`config.mk`:
```
export PLATFORM = sky130hd
export DESIGN_NAME = button_input_conditioner
export DESIGN_NICKNAME = d
export VERILOG_FILES = /design/src/rtl/button_input_conditioner.sv
export SDC_FILE = /design/constraint.sdc
export NUM_CORES = 1
export LEC_CHECK = 0
export BUFFER_PORTS_ARGS = -buffer_cell sky130_fd_sc_hd__buf_2
export CAP_MARGIN = 10
export CORE_MARGIN = 2
export CORE_UTILIZATION = 25
export DETAILED_ROUTE_END_ITERATION = 8
export HOLD_SLACK_MARGIN = 0.05
export PLACE_DENSITY = 0.45
export SLEW_MARGIN = 20
export SYNTH_ARGS = -nofsm -noshare
export SYNTH_HDL_FRONTEND = slang
export SYNTH_SLANG_ARGS = --single-unit
```
`constraint.sdc`:
```
create_clock -name clk -period 3.2 [get_ports clk]
set_input_delay 0.32 -clock clk [delete_from_list [all_inputs] [get_ports clk]]
set_output_delay 0.32 -clock clk [all_outputs]
set_load 0.05 [all_outputs]
```
`src/rtl/button_input_conditioner.sv`:
```
// ============================================================================
// button_input_conditioner: synchronises, debounces and edge-detects raw
// button lines and queues the change events for a valid/ready consumer.
// Revision: 1.0
// ============================================================================
`default_nettype none

module button_input_conditioner #(
  parameter int unsigned CHANNELS        = 4,
  parameter int unsigned SYNC_STAGES     = 2,
  parameter int unsigned DEBOUNCE_CYCLES = 50000,
  parameter int unsigned EVT_DEPTH       = 4
) (
  input  logic                  clk,
  input  logic                  reset,
  input  logic [CHANNELS-1:0]   button_raw,
  output logic [CHANNELS-1:0]   data_out,
  output logic [CHANNELS-1:0]   rise_pulse,
  output logic [CHANNELS-1:0]   fall_pulse,
  output logic                  event_valid,
  output logic [2*CHANNELS-1:0] event_data,
  input  logic                  event_ready,
  input  logic                  clear_ovf,
  output logic                  overflow
);

  localparam int unsigned CNT_W  = $clog2(DEBOUNCE_CYCLES + 1);
  localparam int unsigned PTR_W  = $clog2(EVT_DEPTH);
  localparam int unsigned FCNT_W = $clog2(EVT_DEPTH + 1);
  localparam logic [CNT_W-1:0]  CNT_LAST  = CNT_W'(DEBOUNCE_CYCLES - 1);
  localparam logic [FCNT_W-1:0] FIFO_FULL = FCNT_W'(EVT_DEPTH);

  logic [CHANNELS-1:0]   sync_q [SYNC_STAGES];
  logic [CHANNELS-1:0]   sync_d [SYNC_STAGES];
  logic [CNT_W-1:0]      cnt_q  [CHANNELS];
  logic [CNT_W-1:0]      cnt_d  [CHANNELS];
  logic [CHANNELS-1:0]   data_q, data_d;
  logic [CHANNELS-1:0]   rise_q, rise_d;
  logic [CHANNELS-1:0]   fall_q, fall_d;
  logic [PTR_W-1:0]      wr_ptr_q, wr_ptr_d;
  logic [PTR_W-1:0]      rd_ptr_q, rd_ptr_d;
  logic [FCNT_W-1:0]     count_q, count_d;
  logic                  overflow_q, overflow_d;
  logic [2*CHANNELS-1:0] mem_q [EVT_DEPTH];

  logic [CHANNELS-1:0]   sync_out;
  logic [CHANNELS-1:0]   change;
  logic                  push, pop, full, wr_en;

  assign sync_out = sync_q[SYNC_STAGES-1];

  always_comb begin
    sync_d[0] = button_raw;
    for (int k = 1; k < SYNC_STAGES; k++) begin
      sync_d[k] = sync_q[k-1];
    end
  end

  // Any cycle where the synchronised level agrees with the accepted level
  // restarts qualification, so bounces never accumulate.
  always_comb begin
    data_d = data_q;
    for (int i = 0; i < CHANNELS; i++) begin
      cnt_d[i] = '0;
      if (sync_out[i] != data_q[i]) begin
        if (cnt_q[i] == CNT_LAST) begin
          data_d[i] = sync_out[i];
        end else begin
          cnt_d[i] = cnt_q[i] + 1'b1;
        end
      end
    end
  end

  always_comb begin
    change = data_d ^ data_q;
    rise_d = change & data_d;
    fall_d = change & ~data_d;
    push   = |change;
    full   = (count_q == FIFO_FULL);
    pop    = event_valid && event_ready;
    // A pop frees the head slot on the same edge, so a full FIFO still accepts.
    wr_en  = push && (!full || pop);
    wr_ptr_d = wr_en ? wr_ptr_q + 1'b1 : wr_ptr_q;
    rd_ptr_d = pop   ? rd_ptr_q + 1'b1 : rd_ptr_q;
    count_d  = count_q;
    if (wr_en && !pop) begin
      count_d = count_q + 1'b1;
    end else if (!wr_en && pop) begin
      count_d = count_q - 1'b1;
    end
    overflow_d = (overflow_q && !clear_ovf) || (push && full && !pop);
  end

  always_ff @(posedge clk or posedge reset) begin
    if (reset) begin
      for (int k = 0; k < SYNC_STAGES; k++) begin
        sync_q[k] <= '0;
      end
      for (int i = 0; i < CHANNELS; i++) begin
        cnt_q[i] <= '0;
      end
      data_q     <= '0;
      rise_q     <= '0;
      fall_q     <= '0;
      wr_ptr_q   <= '0;
      rd_ptr_q   <= '0;
      count_q    <= '0;
      overflow_q <= 1'b0;
    end else begin
      for (int k = 0; k < SYNC_STAGES; k++) begin
        sync_q[k] <= sync_d[k];
      end
      for (int i = 0; i < CHANNELS; i++) begin
        cnt_q[i] <= cnt_d[i];
      end
      data_q     <= data_d;
      rise_q     <= rise_d;
      fall_q     <= fall_d;
      wr_ptr_q   <= wr_ptr_d;
      rd_ptr_q   <= rd_ptr_d;
      count_q    <= count_d;
      overflow_q <= overflow_d;
    end
  end

  // Event storage carries no reset; only the pointers define what is valid.
  always_ff @(posedge clk) begin
    if (wr_en) begin
      mem_q[wr_ptr_q] <= {change, data_d};
    end
  end

  assign data_out    = data_q;
  assign rise_pulse  = rise_q;
  assign fall_pulse  = fall_q;
  assign event_valid = (count_q != '0);
  assign event_data  = mem_q[rd_ptr_q];
  assign overflow    = overflow_q;

endmodule

`default_nettype wire

```
==> key figures, run 1 <==
Status
  • Outcome: completed

Route
  • # DRC: 0
  • Routed len/inst: 13.6 um
  • Via Count: 3601
  • Routed wire length: 11300 um
  • Pre-antenna DRT Iters: 5
  • Routed Antenna Nets: 0
  • Initial drt markers: 158
  • Via density: 4.33

Placed design
  • Port Buffers: 29
  • Post-DP HPWL: 7830 um
  • Placed Area: 6340 um2
  • Routability cong.: 0.781

Cells and area
  • ANT cells: 0
  • Share of layout cells above drive strength 1: 0.257
  • Nets@finish: 569
  • Filler instances: 2107
  • Synth-to-layout area growth: 31.2%
  • Final Cell Area: 7150 um2
  • Layout Utilization: 0.337

Critical path
  • Worst Path Arrival: 3460 ps
  • Kind of critical path: reg2reg
  • Crit start category: flop
  • Max FO, Critical Path: 3
  • Register-to-register setup slack: 30 ps
  • Req. time, crit path: 3490 ps
  • Critical path capture point type: flop

GRT
  • Number of global-route vias before repair: 3826
  • Total Routing Usage GR: 0.109
  • Overflow left after global routing: 0
  • Largest net degree at the start of global routing: 56
  • First-pass GRT wire length: 19000 um
  • Initial antenna violation count: 0

Run
  • Maxcap violations: 0

Clocking
  • CTS H-Tree Depth: 4
  • Total CTS buffers: 17
  • Clock latency on the worst-skew pair: 410 ps
  • Root Driver: clkbuf_16
  • CTS Sinks: 124
  • Worst-path clk slew: 60 ps
  • CTS tree: built
  • Clock buffer depth: 2

Die
  • Row Count: 53
  • Die Area: 23000 um2
  • Initial Utilization: 0.257
  • Io pins: 30
  • Core area: 21200 um2
  • Die height: 152 um
  • Die W: 152 um

Synth
  • Register bit total from synthesis: 124
  • YS warnings: 0
  • Top cells by area, synth: dfrtp_1 42%, edfxtp_1 18%, xnor2_1 7.9%
  • Synth area leader: dfrtp_1
  • Yosys cell types: 34
  • Synth top area share: 0.423
  • Main synth FF type: dfrtp_1
  • Post-synthesis instance total: 449
  • Synth Cell Area: 5450 um2
  • Async set-reset flop share out of synthesis: 0.742
  • Sequential share of the synthesized area: 0.599
  • Syn Nets: 475
  • Avg Cell Area, Syn: 12.1 um2
  • EDFF count, synth: 32

Power
  • Switching power total: 0.894 mW
  • Lkg Pwr: 3.01 nW
  • Sequential fraction of design power: 0.428
  • Pwr per Cell Area: 582 nW/um2
  • Peak VDD IR: 0.260 mV
  • Logic gate share of total power: 0.056
  • Pint: 3.27 mW
  • Switch share: 0.215
  • Clk pwr share: 0.517

Timing
  • Clock Skews: 7.64 ps
  • RSZ-0062 raised after global routing: yes
  • Max Freq: 0.316 GHz
  • Final setup violation count: 0
  • Fin. max-slew vios: 0
  • Slew @ Worst Pin: 680 ps
  • Final period utilization: 0.990
  • Tmin final: 3170 ps
  • Final Hold Fails: 0
  • Relative slew slack: 0.546

Hold path
  • Worst hold path type: in2reg
[state kept, by name, indices dropped and copies added, names as in the netlist]
name / cells
count_q: 3
mem_q: 32
cnt_q: 64
data_out: 4
rd_ptr_q: 2
overflow: 1
rise_pulse: 4
wr_ptr_q: 2
sync_out: 4
sync_d: 4
fall_pulse: 4
[area by class of cell]
| type | count | area [um2] | share of cell area |
|---|---|---|---|
| tap | 275 | 344 | 0.0481 |
| sequential | 124 | 3260 | 0.457 |
| clock inverter | 11 | 186 | 0.0261 |
| multi-input combinational | 293 | 2150 | 0.301 |
| inverter | 25 | 97.6 | 0.0137 |
| timing repair buffer | 82 | 618 | 0.0865 |
| clock buffer | 21 | 483 | 0.0676 |
[path summary, 6_finish.rpt]
kind,from,depth (start not counted),to
max in group asynchronous,reset,4,sync_out[2]$_DFF_PP0_
setup / recovery,cnt_q[55]$_DFF_PP0_,11,count_q[1]$_DFFE_PP0P_
hold / removal,clear_ovf,2,overflow$_DFF_PP0_
setup reg to reg,cnt_q[55]$_DFF_PP0_,11,count_q[1]$_DFFE_PP0P_
hold reg to reg,sync_d[3]$_DFF_PP0_,0,sync_out[3]$_DFF_PP0_
min in group asynchronous,reset,3,fall_pulse[2]$_DFF_PP0_
[placed cells by master (no fill, tap or decap), types with 2 or more instances in the layout]
cell type      synthesis  layout
nor3_1                19      19
nand4_1               22      22
nand4bb_1              2       2
mux2_4                 0       3
inv_1                 24      20
mux2_2                 6       3
or3_1                  3       3
buf_4                  1      43
dlygate4sd3_1          0       5
buf_2                  1      29
nor4b_2                0       2
bufinv_16              0       5
edfxtp_1              32      32
clkinv_2               0       5
clkbuf_1               4       2
nor4b_1                4       2
nor2_1                69      68
xnor2_1               49      49
clkbuf_16              0      19
buf_12                 0       5
ha_2                   0       3
nor4bb_2               0       4
nor4_1                12      11
inv_2                  1       3
dfrtp_1               92      92
mux4_2                 8       8
and3_1                 7       6
and2_1                 4       4
nand2_1               20      20
nand3_1               20      20
ha_1                  17      13
xor2_1                16      16
[per-layer routing]
metal  vias up  wire [um]  track usage
met1      1803       5530        0.142
met4         0        114       0.0319
met5         -          0            0
met3         8        300       0.0368
met2        37       5360        0.171
li1       1753          -            -
[worst max-delay path: stages (launching register included)]
cell and delay (ps):
dfrtp_1 370, or3_1 360, or4_4 500, mux2_4 330, ha_4 280, inv_4 40, nor4_4 150, nor2_2 80
ha_2 200, inv_2 50, fa_2 410, mux2_4 270
[kinds of logic (layout without fill, tap and decap cells)]
kind of cell	after synthesis	count (layout)	synth area share
XOR/XNOR	65	65	0.105
buffers and inverters	32	139	0.0230
adder cells (fa/ha/maj)	18	18	0.0427
AO/OA/AOI/OAI	3	3	0.00322
flip-flops	124	124	0.599
AND/OR/NAND/NOR	193	193	0.182
multiplexers	14	14	0.0455
[synth_stat cells (all sizes together) (5+ instances only)]
cell type	n
nand2	20
nor2	69
edfxtp	32
nor4	12
nand4	22
inv	25
nor3	19
mux4	8
and3	7
xor2	16
nand3	21
ha	17
xnor2	49
dfrtp	92
nor4bb	5
mux2	6
[power by group through the flow]
stage               Clock (mW)  Combinational (mW)  Sequential [mW]
finish                    2.15               0.232             1.78
global route              2.29               0.260             1.79
CTS                       2.21               0.231             1.78
detailed placement           0               0.226             1.81
global placement             0               0.220             1.81
floorplan                    0               0.225             1.73
[what timing repair did]
item | in CTS | in global routing
setup buffers | 0 | 5
resized for setup | 0 | 11
hold buffers | 5 | 0
setup endpoints to repair | 0 | 2
hold endpoints to repair | 41 | 0
[metrics by stage]
stage                     hold slack, ps  setup TNS (ps)  std cells  power (mW)  setup WS (ps)
final                                106               0        831        4.16           33.0
after global routing                 117           -93.8        831        4.34          -85.7
after CTS                           90.3               0        826        4.23           15.8
after detailed placement             343               0        789        2.04           23.5
after global placement               341               0        789        2.03           55.2
after floorplan                      331          -0.906        449        1.96         -0.906
(Power assumes the default switching activity.)
==> run 2: changes to the inputs <==
CORE_UTILIZATION = 53   (was 25)
PLACE_DENSITY = 0.77   (was 0.45)
==> run 2 against run 1 <==
The run now ends with setup timing left. Worst hold slack gained 7.4 ps. Sequential power is essentially flat. Setup slack lost 46 ps. Non-clock buffer count shrank 14. Clock power shrank 9%. Sequential share of layout area grew 3.0 points. Register-to-register slack lost 50 ps. Critical endpoint unchanged. Largest power group unchanged.
==> key figures, run 2 (synthesized netlist as in run 1, its figures left out) <==
Power
  • Peak VDD IR: 0.451 mV
  • Total Power: 3.95 mW
  • Pint: 3.08 mW
  • Switching power total: 0.864 mW
  • Clk pwr share: 0.496
  • Pwr per Cell Area: 588 nW/um2
  • Switch share: 0.219
  • Sequential fraction of design power: 0.448
  • Lkg Pwr: 2.89 nW
  • Logic gate share of total power: 0.055

GRT
  • GRT met1 Usage: 0.268
  • Met3 usage: 0.0588
  • Overflow left after global routing: 0
  • Largest net degree at the start of global routing: 38
  • Initial antenna violation count: 0
  • Gr busiest metal: met2
  • GRT met2 Usage: 0.336
  • First-pass GRT wire length: 17900 um
  • Number of global-route vias before repair: 3710
  • Total Routing Usage GR: 0.208

Cells and area
  • Synth-to-layout area growth: 23.3%
  • Max reg flops: 64
  • Leading cell types in the layout, fill and taps excluded: 92 x dfrtp_1, 68 x nor2_1, 49 x xnor2_1
  • Layout Utilization: 0.662
  • Filler instances: 725
  • ANT cells: 0
  • Commonest non-fill, non-tap cell in the layout: dfrtp_1
  • Biggest registers after layout: cnt_q: 64 flops, mem_q: 32 flops
  • Nets@finish: 555
  • Reg with most FFs: cnt_q
  • Share of layout cells above drive strength 1: 0.225
  • Fin cells: 678

Placed design
  • Port Buffers: 29
  • Post-DP HPWL: 6780 um
  • Place WS: 7.67 ps
  • Placed Cells: 638
  • Routability cong.: 0.918

Timing
  • Fin. max-slew vios: 0
  • Final period utilization: 1.00
  • Fin Setup TNS: -13.0 ps
  • Final Hold Fails: 0
  • Final setup margin: -13.0 ps
  • Clock Skews: 13.4 ps
  • Relative slew slack: 0.579
  • Final setup violation count: 1
  • Max Freq: 0.311 GHz
  • RSZ-0062 raised after global routing: yes
  • Tmin final: 3210 ps
  • Slew @ Worst Pin: 631 ps

Die
  • Io pins: 30
  • Core area: 10100 um2
  • Row Count: 37
  • Die W: 105 um
  • Die Area: 11100 um2
  • Die height: 105 um
  • Initial Utilization: 0.537

Route
  • Routed len/inst: 15.1 um
  • Via density: 5.33
  • # DRC: 0
  • Routed Antenna Nets: 0
  • Pre-antenna DRT Iters: 4
  • Via Count: 3614
  • Initial drt markers: 209
  • Routed wire length: 10300 um

Critical path
  • Max FO, Critical Path: 4
  • Crit start category: flop
  • Kind of critical path: reg2reg
  • Worst Path Arrival: 3610 ps
  • Req. time, crit path: 3600 ps
  • Register-to-register setup slack: -10 ps
  • Critical path capture point type: flop

Clocking
  • Total CTS buffers: 17
  • Clock buffer depth: 2
  • Worst-path clk slew: 60 ps
  • CTS tree: built
  • Root Driver: clkbuf_8
  • CTS H-Tree Depth: 4
  • CTS Sinks: 124
  • Clock latency on the worst-skew pair: 520 ps

Status
  • Outcome: complete, but fails checks
  • Violated checks: setup timing

Hold path
  • Worst hold path type: in2reg

Run
  • Maxcap violations: 0
==> run 2: cell types whose count changed in the layout (fill, tap and decap cells not counted), moves of 4 or more <==
cell      change
buf_4        -10
buf_12        -5
clkbuf_8      +4
nor4bb_1      +4
nor4bb_2      -4
==> run 2: layer usage <==
layer | share of wire | up-vias
li1 | - | 1725
met1 | 0.43 | 1800
met2 | 0.51 | 75
met3 | 0.035 | 14
met4 | 0.017 | 0
met5 | 0 | -
==> run 2: layout make-up <==
cell class	count	area, um2	share of cell area
repair buffers	68	453	0.0675
clock buffers	23	488	0.0727
flip-flops and latches	124	3260	0.486
multi-input cells	293	2100	0.314
well taps	136	170	0.0253
clock inverters	9	134	0.0199
inverters	25	100	0.0149
==> run 2: metrics by stage <==
| step | cell area, um2 | hold WS [ps] |
|---|---|---|
| 2_1_floorplan | 5490 | 331 |
| 3_3_place_gp | 6010 | 332 |
| 3_5_place_dp | 6010 | 336 |
| 4_1_cts | 6690 | 98.7 |
| 5_1_grt | 6710 | 118 |
| 6_report | 6710 | 114 |
==> run 2: path summary, 6_finish.rpt <==
check	start	to	cells after the start
min reg2reg	sync_d[0]$_DFF_PP0_	sync_out[0]$_DFF_PP0_	0
max reg2reg	cnt_q[55]$_DFF_PP0_	count_q[1]$_DFFE_PP0P_	11
max in group asynchronous	reset	cnt_q[4]$_DFF_PP0_	4
min in group asynchronous	reset	cnt_q[36]$_DFF_PP0_	3
min	event_ready	rd_ptr_q[1]$_DFFE_PP0N_	3
max	cnt_q[55]$_DFF_PP0_	count_q[1]$_DFFE_PP0P_	11
==> run 2: repair_timing <==
action                     CTS  global route
hold endpoints to repair    40             0
hold buffers                 6             0
gates resized for setup      0             4
pin swaps                    0             1
buffers inserted             0             2
setup endpoints to repair    1             2
==> run 2: critical path, cell delays in order (launching register included) <==
cell	delay, ps
dfrtp_1	370
or3_1	360
or4_4	510
mux2_4	340
ha_4	300
inv_6	40
nor4_4	160
nor2_2	90
ha_2	200
inv_2	50
fa_2	410
mux2_2	270
==> run 2: power groups by stage <==
stage | logic [mW] | clock network [mW] | registers [mW]
final | 0.218 | 1.96 | 1.77
after global routing | 0.249 | 2.07 | 1.78
after CTS | 0.222 | 2.00 | 1.77
after detailed placement | 0.215 | 0 | 1.80
after global placement | 0.206 | 0 | 1.80
after floorplan | 0.225 | 0 | 1.73
